[src/rtl/cpu_step_ctrl.sv]
// Execution controller for the single-cycle core: turns the run switch, step
// button and a PC breakpoint into one-cycle clock-enable pulses.
module cpu_step_ctrl #(
  parameter int unsigned DEBOUNCE_CYCLES = 500_000,
  parameter int unsigned RUN_DIV         = 25_000_000
) (
  input  logic        clk,
  input  logic        rst_n,
  input  logic        mode_run,
  input  logic        btn_step_n,
  input  logic        bp_en,
  input  logic [31:0] bp_addr,
  input  logic [31:0] pc,
  output logic        cpu_en,
  output logic        halted,
  output logic [15:0] step_count
);

  localparam int unsigned CNT_W  = 16;
  localparam int unsigned DB_W   = (DEBOUNCE_CYCLES > 2) ? $clog2(DEBOUNCE_CYCLES) : 1;
  localparam int unsigned DIV_W  = (RUN_DIV > 2) ? $clog2(RUN_DIV) : 1;
  localparam logic [DB_W-1:0]  DB_LAST  = DB_W'(DEBOUNCE_CYCLES - 1);
  localparam logic [DIV_W-1:0] DIV_LAST = DIV_W'(RUN_DIV - 1);

  typedef enum logic [1:0] {
    ST_HALT,
    ST_RUN,
    ST_BRK
  } state_t;

  logic             mode_meta;
  logic             mode_s;
  logic             btn_meta;
  logic             btn_s;
  logic             btn_stable;
  logic             btn_stable_d;
  logic [DB_W-1:0]  db_cnt;
  logic             press_evt;
  logic [DIV_W-1:0] div;
  state_t           state;
  logic             term_c;
  logic             bp_hit_c;

  // Two-stage synchronizers for the asynchronous board inputs
  always_ff @(posedge clk or negedge rst_n) begin
    if (!rst_n) begin
      mode_meta <= 1'b0;
      mode_s    <= 1'b0;
      btn_meta  <= 1'b1;
      btn_s     <= 1'b1;
    end else begin
      mode_meta <= mode_run;
      mode_s    <= mode_meta;
      btn_meta  <= btn_step_n;
      btn_s     <= btn_meta;
    end
  end

  // Debounce: accept a level only after DEBOUNCE_CYCLES consecutive differing samples
  always_ff @(posedge clk or negedge rst_n) begin
    if (!rst_n) begin
      btn_stable   <= 1'b1;
      btn_stable_d <= 1'b1;
      db_cnt       <= '0;
      press_evt    <= 1'b0;
    end else begin
      if (btn_s == btn_stable) begin
        db_cnt <= '0;
      end else if (db_cnt == DB_LAST) begin
        btn_stable <= btn_s;
        db_cnt     <= '0;
      end else begin
        db_cnt <= db_cnt + DB_W'(1);
      end
      btn_stable_d <= btn_stable;
      press_evt    <= btn_stable_d & ~btn_stable;
    end
  end

  assign term_c   = (div == DIV_LAST);
  assign bp_hit_c = bp_en && (pc == bp_addr);

  // Control FSM; a breakpoint hit suppresses the pulse so that instruction is not executed
  always_ff @(posedge clk or negedge rst_n) begin
    if (!rst_n) begin
      state      <= ST_HALT;
      div        <= '0;
      cpu_en     <= 1'b0;
      halted     <= 1'b1;
      step_count <= '0;
    end else begin
      cpu_en     <= 1'b0;
      step_count <= step_count + CNT_W'(cpu_en);
      unique case (state)
        ST_HALT: begin
          cpu_en <= press_evt;
          if (mode_s) begin
            state  <= ST_RUN;
            halted <= 1'b0;
            div    <= '0;
          end
        end
        ST_RUN: begin
          if (!mode_s) begin
            state  <= ST_HALT;
            halted <= 1'b1;
          end else if (term_c) begin
            div <= '0;
            if (bp_hit_c) begin
              state  <= ST_BRK;
              halted <= 1'b1;
            end else begin
              cpu_en <= 1'b1;
            end
          end else begin
            div <= div + DIV_W'(1);
          end
        end
        ST_BRK: begin
          cpu_en <= press_evt;
          if (!mode_s) begin
            state <= ST_HALT;
          end
        end
        default: begin
          state  <= ST_HALT;
          halted <= 1'b1;
        end
      endcase
    end
  end

endmodule

[config.mk]
export PLATFORM = sky130hd
export DESIGN_NAME = cpu_step_ctrl
export DESIGN_NICKNAME = d
export VERILOG_FILES = /design/src/rtl/cpu_step_ctrl.sv
export SDC_FILE = /design/constraint.sdc
export NUM_CORES = 1
export LEC_CHECK = 0
export BUFFER_PORTS_ARGS = -buffer_cell sky130_fd_sc_hd__buf_4
export CAP_MARGIN = 40
export CORE_MARGIN = 4
export CORE_UTILIZATION = 58
export DETAILED_ROUTE_END_ITERATION = 12
export PLACE_DENSITY = 0.87
export SETUP_SLACK_MARGIN = 0.5
export SLEW_MARGIN = 10
export SYNTH_ARGS = -nofsm -noshare
export SYNTH_HDL_FRONTEND = slang
export SYNTH_SLANG_ARGS = --single-unit
export TNS_END_PERCENT = 5
[constraint.sdc]
create_clock -name clk -period 4.7 [get_ports clk]
set_input_delay 0.47 -clock clk [delete_from_list [all_inputs] [get_ports clk]]
set_output_delay 0.47 -clock clk [all_outputs]
set_load 0.005 [all_outputs]
==> run summary <==
Initial DRC count: 171
Fill cell count: 450
Die width: 88.77 µm
Synth Area per Inst: 9.628 µm²
Final WL: 8983 µm
Detailed Place HPWL: 6663 µm
Critical path launch point type: register
Pwr Density: 276.6 mW/mm²
Vias in the first global route: 3299
Number of synthesized flops with an enable pin: 0
Leakage: 0.002035 µW
Cells after synthesis: 393
Status: completed
FFs w/ async S/R, synth: 1.000
H-tree depth: 3
CP max-delay cell: o21ai_2
CTS Sinks: 71
Fin. Hold Viols: 0
CTS clk-pin slew, worst paths: 0.08 ns
Final worst path period share: 0.5362
Antenna violations before repair: 0
Post-CTS Setup Bufs: 0
Die area: 0.007880 mm²
Normalized max-slew margin: 0.4127
Max VDD drop: 0.2176 mV
Fmax achieved: 396.8 MHz
GPL Wtd Cong: 0.8543
Clk root buf: clkbuf_8
Initial Util: 0.5959
Detail Route Antenna Nets: 0
Hold Path Class: primary input to register
FP Rows: 29
Final worst path period need: 2.520 ns
Crit path DAT: 2.75 ns
Post-synth net total: 466
Worst path required time: 4.93 ns
Max cap viols: 0
Max-slew violation total from the final report: 0
First-pass GRT wire length: 14870 µm
DR WL/cell: 15.90 µm
Placed Area: 0.004474 mm²
Grt total ovfl: 0
Largest net degree at the start of global routing: 52
Ant diodes: 0
Clk_skew: 0.008351 ns
CP max FO: 21
Cells along the critical path: or4b_1 -> or4_4 -> o21ai_2 -> or4_1 -> nand3_1
Post-route DRC: 0
Design area: 0.004707 mm²
Mapped Area: 0.003784 mm²
Cell variety after synth: 49
Die height: 88.77 µm
Gr usage total: 0.2453
Commonest non-fill, non-tap cell in the layout: buf_4
Most frequent cells in the layout: buf_4, dfrtp_1, xnor2_1
P&R area growth vs syn: 24.40%
# setup viols final: 0
Via density: 5.842
Via count: 3301
Setup TNS: 0 ns
CTS Buffer Depth: 2
Nets: 556
Critical Path Max Stage Delay: 0.65 ns
Latest clock arrival within the worst-skew pair: 0.36 ns
I/O pin count: 87
Share of layout cells above drive strength 1: 0.2398
Cts bufs inserted: 9
Drt pass-1 iters: 5
CP Capture Type: register
Ys flop type: dfrtp_1
YS warnings: 0
Core area: 0.006350 mm²
PortBufs: 86
Synth Register Bits: 71
Worst slew pin tran: 0.8743 ns
RSZ-0062 raised after global routing: false
TritonCTS clock tree: done
Sequential area share after synthesis: 0.4712
CP Class: register to register
[power by group]
part / total (µW) / internal [µW] / leakage [µW] / switching, µW
combinational: 125 / 69.1 / 0.000962 / 55.7
sequential: 628 / 620 / 0.000963 / 7.50
clock: 550 / 313 / 0.000110 / 236
total: 1300 / 1000 / 0.00203 / 299
[worst paths after layout]
| kind | from | endpoint | slack [ns] | cells past startpoint |
|---|---|---|---|---|
| setup / recovery | div[10]$_DFFE_PN0P_ | div[21]$_DFFE_PN0P_ | 2.18 | 5 |
| hold / removal | mode_run | mode_meta$_DFF_PN0_ | 0.22 | 1 |
| setup reg to reg | div[10]$_DFFE_PN0P_ | div[21]$_DFFE_PN0P_ | 2.18 | 5 |
| hold reg to reg | btn_meta$_DFF_PN1_ | btn_s$_DFF_PN1_ | 0.36 | 0 |
| max in group asynchronous | rst_n | btn_stable$_DFFE_PN1P_ | 3.57 | 3 |
| min in group asynchronous | rst_n | step_count[10]$_DFF_PN0_ | 0.54 | 2 |
[flip-flops by register name, summed over array words and instances, names as in the netlist]
name          flops
btn_stable        1
step_count       16
div              25
cpu_en            1
press_evt         1
db_cnt           19
btn_stable_d      1
halted            1
mode_s            1
state             2
mode_meta         1
btn_meta          1
btn_s             1
[cell families after synthesis]
group | synth area share
buffers and inverters | 0.03968
AO/OA/AOI/OAI | 0.07904
AND/OR/NAND/NOR | 0.2457
flip-flops | 0.4712
XOR/XNOR | 0.1481
multiplexers | 0.002976
adder cells (fa/ha/maj) | 0.01323
[critical path: cells and delay by family (launching register included)]
kind,cells,cell delay [ns]
simple gates,4,1.28
flops,1,0.45
compound gates,1,0.65
[timing repair]
| action | 4_1_cts | 5_1_grt |
|---|---|---|
| hold buffers | 1 | 0 |
| endpoints found under the hold margin | 14 | 0 |
| setup endpoints to repair | 0 | 0 |
| gates resized for setup | 0 | 0 |
[metrics by stage]
step / hold slack, ns / worst slack, ns / power, µW / utilization / instances
3_5_place_dp: 0.3472 / 2.235 / 764.6 / 0.7046 / 548
6_report: 0.2193 / 2.180 / 1302 / 0.7413 / 565
5_1_grt: 0.2136 / 2.075 / 1348 / 0.7413 / 565
3_3_place_gp: 0.3349 / 2.289 / 758.2 / 0.7003 / 547
2_1_floorplan: 0.1744 / 2.584 / 693.8 / - / 393
4_1_cts: 0.2121 / 2.200 / 1311 / 0.7413 / 565
[Yosys cell counts (11+ instances only)]
master / count / share of area
xnor2_1: 53 / 0.12
nor2_1: 34 / 0.034
inv_1: 19 / 0.019
dfrtp_1: 66 / 0.44
xor2_1: 11 / 0.025
nand2_1: 33 / 0.033
a21oi_1: 15 / 0.020
nand4_1: 28 / 0.046
nand3_1: 27 / 0.036
or3_1: 11 / 0.018
o21ai_0: 16 / 0.021
[per-layer routing]
layer  routed length [µm]  GRT usage  vias to the layer above
li1                     -          -                     1558
met3                  706    0.06890                       22
met2                 4635     0.4305                      152
met1                 3423     0.2794                     1569
met4                  217     0.1016                        0
met5                    0          0                        -
[cell type report]
type                       instances  area [µm²]  area share
clock inverter                     5       81.33     0.01728
timing repair buffer              88       683.2      0.1451
tap                               77       96.34     0.02047
multi-input combinational        294        1851      0.3931
inverter                          19       71.32     0.01515
sequential                        71        1783      0.3788
clock buffer                      11       141.4     0.03004
No activity file was read; power rests on OpenSTA's default activity.
